$ cat config.mk
export PLATFORM = sky130hd
export DESIGN_NAME = pifo_root_calendar
export DESIGN_NICKNAME = d
export VERILOG_FILES = /design/src/rtl/pifo_root_pkg.sv /design/src/rtl/pifo_calendar_slot.sv /design/src/rtl/pifo_root_calendar.sv
export SDC_FILE = /design/constraint.sdc
export NUM_CORES = 2
export LEC_CHECK = 0
export CORE_AREA = 2 2 273 275
export DETAILED_ROUTE_END_ITERATION = 7
export DIE_AREA = 0 0 275 277
export DONT_BUFFER_PORTS = 1
export SLEW_MARGIN = 10
export SYNTH_ARGS = -nofsm -noshare
export SYNTH_HDL_FRONTEND = slang
export SYNTH_SLANG_ARGS = --single-unit
$ cat constraint.sdc
create_clock -name clk -period 5.1 [get_ports clk]
set_clock_uncertainty 0.15 [all_clocks]
set_input_delay 1.275 -clock clk [delete_from_list [all_inputs] [get_ports clk]]
set_output_delay 1.275 -clock clk [all_outputs]
set_load 0.05 [all_outputs]
$ cat src/rtl/pifo_root_pkg.sv
// Shared definitions for the root PIFO calendar.
// Holds the default descriptor layout (field widths and bit positions),
// a packed descriptor struct and small field-extraction helpers.
package pifo_root_pkg;

  localparam int DFLT_BUFFER_ADDR_WIDTH        = 12;
  localparam int DFLT_PIFO_RANK_WIDTH          = 19;
  localparam int DFLT_PIFO_ROOT_WIDTH          = 32;
  localparam int DFLT_ROOT_RANK_START_POS      = 12;
  localparam int DFLT_ROOT_RANK_END_POS        = 30;
  localparam int DFLT_ROOT_PIFO_INFO_VALID_POS = 31;
  localparam int DFLT_CALENDAR_DEPTH           = 16;

  // Descriptor layout, MSB first: valid | rank | buffer address.
  typedef struct packed {
    logic                              valid;
    logic [DFLT_PIFO_RANK_WIDTH-1:0]   rank;
    logic [DFLT_BUFFER_ADDR_WIDTH-1:0] buf_addr;
  } root_desc_t;

  function automatic logic [DFLT_PIFO_RANK_WIDTH-1:0] get_rank(
    input logic [DFLT_PIFO_ROOT_WIDTH-1:0] desc
  );
    return desc[DFLT_ROOT_RANK_END_POS:DFLT_ROOT_RANK_START_POS];
  endfunction

  function automatic logic get_valid(
    input logic [DFLT_PIFO_ROOT_WIDTH-1:0] desc
  );
    return desc[DFLT_ROOT_PIFO_INFO_VALID_POS];
  endfunction

endpackage

$ cat src/rtl/pifo_calendar_slot.sv
// One calendar slot: a descriptor register plus its hold/shift/load mux.
// Ports:
//   clk, rstn        clock, async active-low reset
//   prev_entry       contents of slot i-1 (zero for slot 0)
//   next_entry       contents of slot i+1 (zero for the top slot)
//   new_entry        descriptor being inserted
//   gt_prev, gt_cur  insertion thermometer bits for slots i-1 and i
//   pop, insert      effective (already qualified) pop / insert
//   entry            registered slot contents
module pifo_calendar_slot
  import pifo_root_pkg::*;
#(
  parameter int W = DFLT_PIFO_ROOT_WIDTH
) (
  input  logic         clk,
  input  logic         rstn,
  input  logic [W-1:0] prev_entry,
  input  logic [W-1:0] next_entry,
  input  logic [W-1:0] new_entry,
  input  logic         gt_prev,
  input  logic         gt_cur,
  input  logic         pop,
  input  logic         insert,
  output logic [W-1:0] entry
);

  logic [W-1:0] entry_d, entry_q;

  // With a simultaneous pop, gt was computed against the post-pop view
  // (slot i+1). Slots above the insertion point then want view[i-1], which
  // is this slot's own current value, so they simply hold.
  always_comb begin
    entry_d = entry_q;
    case ({insert, pop})
      2'b10: begin
        if (gt_prev)     entry_d = prev_entry;
        else if (gt_cur) entry_d = new_entry;
      end
      2'b01: entry_d = next_entry;
      2'b11: begin
        if (gt_prev)     entry_d = entry_q;
        else if (gt_cur) entry_d = new_entry;
        else             entry_d = next_entry;
      end
      default: entry_d = entry_q;
    endcase
  end

  always_ff @(posedge clk or negedge rstn) begin
    if (!rstn) entry_q <= '0;
    else       entry_q <= entry_d;
  end

  assign entry = entry_q;

endmodule

$ cat src/rtl/pifo_root_calendar.sv
// Sorted root-level PIFO calendar. Keeps up to CALENDAR_DEPTH descriptors
// in non-decreasing rank order (equal ranks in arrival order) and presents
// the lowest-rank one, registered, as the calendar top.
// Ports:
//   clk, rstn             clock, async active-low reset
//   s_axis_insert_info    descriptor to insert (counts only if its valid bit is set)
//   s_axis_insert_en      insert request
//   s_axis_pop            remove head (ignored when empty)
//   m_axis_calendar_top   slot 0, registered
//   m_axis_count          occupied slots, registered
//   m_axis_full/empty     registered occupancy flags
//   m_axis_drop           one-cycle pulse after an insert rejected on full
module pifo_root_calendar
  import pifo_root_pkg::*;
#(
  parameter int BUFFER_ADDR_WIDTH        = DFLT_BUFFER_ADDR_WIDTH,
  parameter int PIFO_RANK_WIDTH          = DFLT_PIFO_RANK_WIDTH,
  parameter int PIFO_ROOT_WIDTH          = DFLT_PIFO_ROOT_WIDTH,
  parameter int ROOT_RANK_START_POS      = DFLT_ROOT_RANK_START_POS,
  parameter int ROOT_RANK_END_POS        = DFLT_ROOT_RANK_END_POS,
  parameter int ROOT_PIFO_INFO_VALID_POS = DFLT_ROOT_PIFO_INFO_VALID_POS,
  parameter int CALENDAR_DEPTH           = DFLT_CALENDAR_DEPTH
) (
  input  logic                                  clk,
  input  logic                                  rstn,
  input  logic [PIFO_ROOT_WIDTH-1:0]            s_axis_insert_info,
  input  logic                                  s_axis_insert_en,
  input  logic                                  s_axis_pop,
  output logic [PIFO_ROOT_WIDTH-1:0]            m_axis_calendar_top,
  output logic [$clog2(CALENDAR_DEPTH+1)-1:0]   m_axis_count,
  output logic                                  m_axis_full,
  output logic                                  m_axis_empty,
  output logic                                  m_axis_drop
);

  localparam int CNT_W = $clog2(CALENDAR_DEPTH+1);

  // Layout sanity: rank must fit above the address and below the valid bit.
  if ((ROOT_RANK_END_POS - ROOT_RANK_START_POS + 1) != PIFO_RANK_WIDTH ||
      ROOT_RANK_START_POS < BUFFER_ADDR_WIDTH ||
      ROOT_PIFO_INFO_VALID_POS <= ROOT_RANK_END_POS ||
      ROOT_PIFO_INFO_VALID_POS >= PIFO_ROOT_WIDTH ||
      CALENDAR_DEPTH < 2) begin : g_bad_cfg
    $error("pifo_root_calendar: inconsistent descriptor layout or depth");
  end

  logic [PIFO_ROOT_WIDTH-1:0] slot_entry [CALENDAR_DEPTH];
  logic [CALENDAR_DEPTH-1:0]  gt;
  logic [PIFO_RANK_WIDTH-1:0] new_rank;
  logic                       req_ins, pop_eff, ins_eff;

  logic [CNT_W-1:0] count_d, count_q;
  logic             full_d, full_q, empty_d, empty_q, drop_d, drop_q;

  assign new_rank = s_axis_insert_info[ROOT_RANK_END_POS:ROOT_RANK_START_POS];
  assign req_ins  = s_axis_insert_en & s_axis_insert_info[ROOT_PIFO_INFO_VALID_POS];
  assign pop_eff  = s_axis_pop & ~empty_q;
  assign drop_d   = req_ins & full_q & ~pop_eff;
  assign ins_eff  = req_ins & ~drop_d;

  for (genvar i = 0; i < CALENDAR_DEPTH; i++) begin : g_slot
    logic [PIFO_ROOT_WIDTH-1:0] prev_e, next_e;
    logic [PIFO_RANK_WIDTH-1:0] view_rank;
    logic                       gt_prev, view_valid;

    if (i == CALENDAR_DEPTH-1) begin : g_top
      assign next_e = '0;
    end else begin : g_mid
      assign next_e = slot_entry[i+1];
    end

    if (i == 0) begin : g_bot
      assign prev_e  = '0;
      assign gt_prev = 1'b0;
    end else begin : g_up
      assign prev_e  = slot_entry[i-1];
      assign gt_prev = gt[i-1];
    end

    // Compare against the post-pop view when popping in the same cycle.
    assign view_valid = pop_eff ? next_e[ROOT_PIFO_INFO_VALID_POS]
                                : slot_entry[i][ROOT_PIFO_INFO_VALID_POS];
    assign view_rank  = pop_eff ? next_e[ROOT_RANK_END_POS:ROOT_RANK_START_POS]
                                : slot_entry[i][ROOT_RANK_END_POS:ROOT_RANK_START_POS];
    assign gt[i]      = ~view_valid | (new_rank < view_rank);

    pifo_calendar_slot #(.W(PIFO_ROOT_WIDTH)) u_slot (
      .clk        (clk),
      .rstn       (rstn),
      .prev_entry (prev_e),
      .next_entry (next_e),
      .new_entry  (s_axis_insert_info),
      .gt_prev    (gt_prev),
      .gt_cur     (gt[i]),
      .pop        (pop_eff),
      .insert     (ins_eff),
      .entry      (slot_entry[i])
    );
  end

  always_comb begin
    count_d = count_q;
    if (ins_eff && !pop_eff)      count_d = count_q + CNT_W'(1);
    else if (pop_eff && !ins_eff) count_d = count_q - CNT_W'(1);
    full_d  = (count_d == CNT_W'(CALENDAR_DEPTH));
    empty_d = (count_d == '0);
  end

  always_ff @(posedge clk or negedge rstn) begin
    if (!rstn) begin
      count_q <= '0;
      full_q  <= 1'b0;
      empty_q <= 1'b1;
      drop_q  <= 1'b0;
    end else begin
      count_q <= count_d;
      full_q  <= full_d;
      empty_q <= empty_d;
      drop_q  <= drop_d;
    end
  end

  assign m_axis_calendar_top = slot_entry[0];
  assign m_axis_count        = count_q;
  assign m_axis_full         = full_q;
  assign m_axis_empty        = empty_q;
  assign m_axis_drop         = drop_q;

endmodule

==> impl_metrics.ini <==
[floorplan]
die_w_um = 275
die_h_um = 277
rows = 100
ios = 76
core_area_mm2 = 0.0736
start_util = 0.495
fp.dieArea_mm2 = 0.0762

[worst_setup_path]
end_kind = flop
crit_fanout = 33
crit_start = m_axis_empty
critPathMaxStageDelay_ns = 0.81
crit_slowest_cell = dfstp_2
cpMostUsedCell = buf_12
path_cells = nand2b_4 > buf_12 > buf_12 > mux2i_1 > ha_1 > nand4_1 > nor4_2 > o311ai_2 > a31oi_2 > buf_4 > nor2_1 > a222oi_1 > a21oi_1
arrival_ns = 5.19
crit_type = reg2reg
worstPathRequired_ns = 5.46
worstReg2RegStart = m_axis_empty
critPathLaunchType = flop

[run_status]
status = complete, but fails checks
violations = DRC

[yosys]
ys_seq_elements = 520
synth_edf_count = 0
synthAdderAreaFrac = 0.0997
synth_top_family_by_area = compound AO/OA/AOI/OAI gates
synth_compound_area_frac = 0.258
synth_top_cell_by_area = dfrtp_1
synthMuxAreaShare = 0.123
yosysWarnings = 0
synth.avg_cell_area_um2 = 9.39
synthArstFlopShare = 1.00
synth-simple-area-share = 0.106
synth_top_area_frac = 0.357
synth_area_leaders = dfrtp_1 36%, ha_1 10%, mux2i_1 9.9%
synth-xor-area-share = 0.000962
synth_top_flop_cell = dfrtp_1
synth_fp_nets = 4205
ys_types = 86
syn_area_mm2 = 0.0364
netlist_instances = 3879
yosysSeqAreaShare = 0.357

[power_and_ir_drop]
p_leak_nw = 17.7
fin_total_pwr_mw = 27.9
comb_power_share = 0.499
p_seq_frac = 0.338
cell_internal_pwr_mw = 15.3
peakVddDrop_uv = 347
p_switching_mw = 12.7
p_clk_frac = 0.163
switching_share = 0.454
p_per_area_mw_per_mm2 = 698

[drt]
dr.pass1.iters = 8
via_per_inst = 6.78
avgRoutedWirePerCell_um = 23.6
antenna_left = 0
num_vias = 32300
drc = 19
wirelength_um = 113000
drt_iter0_drc = 4430

[cts]
hold_buffers = 0
cts_setup_buffers = 0
clockBufferDepth = 3
insertion_delay_ns = 0.65
clock-sinks = 520
ctsHtreeMaxLevel = 2
path_clk_slew_ns = 0.06
cts_root_buffer = clkbuf_16
cts_buffers = 61
cts_tree = done

[global_routing]
grt_overflow_total = 0
grtUsageTotal = 0.291
grt_pass1_wl_um = 181000
grt_pass1_vias = 32100
antenna_found_initial = 0
grt_max_degree = 521

[finish]
layout_common_cells = 519 x dfrtp_1, 360 x mux2i_1, 335 x nand2_1, 335 x a21oi_1, 312 x nor2_1
layout_commonest_cell = dfrtp_1
drive_gt1_frac = 0.104
final_nets = 4074
area_growth_pct = 10.0
stdcell_area_mm2 = 0.0401
n_antenna_cell = 0
post-route-util = 0.544
layout.cells.non_filler = 4766

[timing]
slew_viol_final = 0
max_slew_margin = 0.0648
tightest_slew_ns = 1.40
fin_setup_tns_ns = 0
setup_violations = 0
fin_ws_ns = 0.262
fin_hold_ws_ns = 0.181
rsz0062_at_grt = false
fin_crit_sh = 0.949
hold_viol_final = 0
layout_min_cycle_time_ns = 4.84
clock.fmax_mhz = 207

[run]
maxCapViolCount = 0

[place]
place_worst_setup_slack_ns = -0.153
dpl.hpwl_um = 80500
port_buffers = 0
place_area_mm2 = 0.0380
routabilityCongestion = 0.919
place_inst = 4654

[hold_path]
min_path_type = in2async
repair_timing:
action / in CTS / in global routing
resized for setup: 0 / 2
setup endpoints to repair: 0 / 25
hold endpoints to repair: 0 / 0
synthesized netlist by cell type, types with 22 or more instances:
| master | number |
|---|---|
| dfrtp_1 | 519 |
| nor2_1 | 317 |
| o21ai_0 | 152 |
| mux2_2 | 69 |
| o31ai_1 | 53 |
| clkbuf_1 | 184 |
| a22o_1 | 83 |
| a21o_1 | 49 |
| a22oi_1 | 22 |
| nand3_1 | 29 |
| mux2i_1 | 360 |
| a21oi_1 | 346 |
| nand2_1 | 335 |
| o21ai_1 | 36 |
| a221oi_1 | 38 |
| a31oi_1 | 65 |
| buf_2 | 126 |
| nand4_1 | 55 |
| a222oi_1 | 301 |
| inv_1 | 104 |
| ha_1 | 290 |
| nor2b_1 | 33 |
| o22ai_1 | 47 |
| and2_1 | 35 |
area by class of cell:
cell class / instances / area (um^2)
fill: 6443 / 33500
multi-input combinational: 2904 / 21600
sequential: 520 / 13000
clock buffer: 93 / 1790
timing repair buffer: 156 / 1730
tap: 969 / 1210
inverter: 105 / 394
clock inverter: 19 / 274
state kept, by name (all words and copies together), names as in the netlist:
name / cells
g_slot.u_slot.entry: 512
m_axis_count: 5
m_axis_drop: 1
m_axis_empty: 1
m_axis_full: 1
routing by layer:
metal	up-vias	GRT usage	share of wire
met4	0	0.114	0.034
met2	1326	0.458	0.46
met5	-	0	0
met1	15900	0.411	0.44
li1	14800	-	-
met3	216	0.0308	0.067
power by group through the flow:
stage / Sequential (mW) / Combinational [mW] / Clock [mW]
floorplan: 8.32 / 10.6 / 0
global placement: 9.45 / 13.0 / 0
detailed placement: 9.47 / 13.7 / 0
CTS: 9.41 / 13.8 / 4.65
global route: 9.71 / 15.5 / 4.82
finish: 9.44 / 13.9 / 4.56
path summary, 6_finish.rpt:
| kind | endpoint | slack [ns] | depth (start not counted) |
|---|---|---|---|
| worst max register to register | g_slot[9].u_slot.entry[5] | 0.26 | 13 |
| worst min register to register | g_slot[13].u_slot.entry[8] | 0.36 | 2 |
| worst max-delay path | g_slot[9].u_slot.entry[5] | 0.26 | 13 |
| min in group clk | g_slot[13].u_slot.entry[8] | 0.36 | 2 |
| max in group asynchronous | g_slot[14].u_slot.entry[23] | 3.49 | 0 |
| worst min-delay path | g_slot[0].u_slot.entry[5] | 0.18 | 0 |
kinds of logic after synthesis:
family	Yosys count
muxes	437
buffers and inverters	455
and+or+nand+nor	873
DFF	520
xor gates and xnor gates	4
AOI/OAI and AO/OA	1300
adders and majority gates	290
critical path, delay by kind of cell (launching register included):
family | cells | cell delay, ns
compound gates | 4 | 1.15
fa+ha+maj | 1 | 0.32
buf+inv | 3 | 0.71
flops | 1 | 0.81
mux | 1 | 0.12
simple gates | 4 | 1.37
Note: power is estimated with default switching activity, not from simulation.
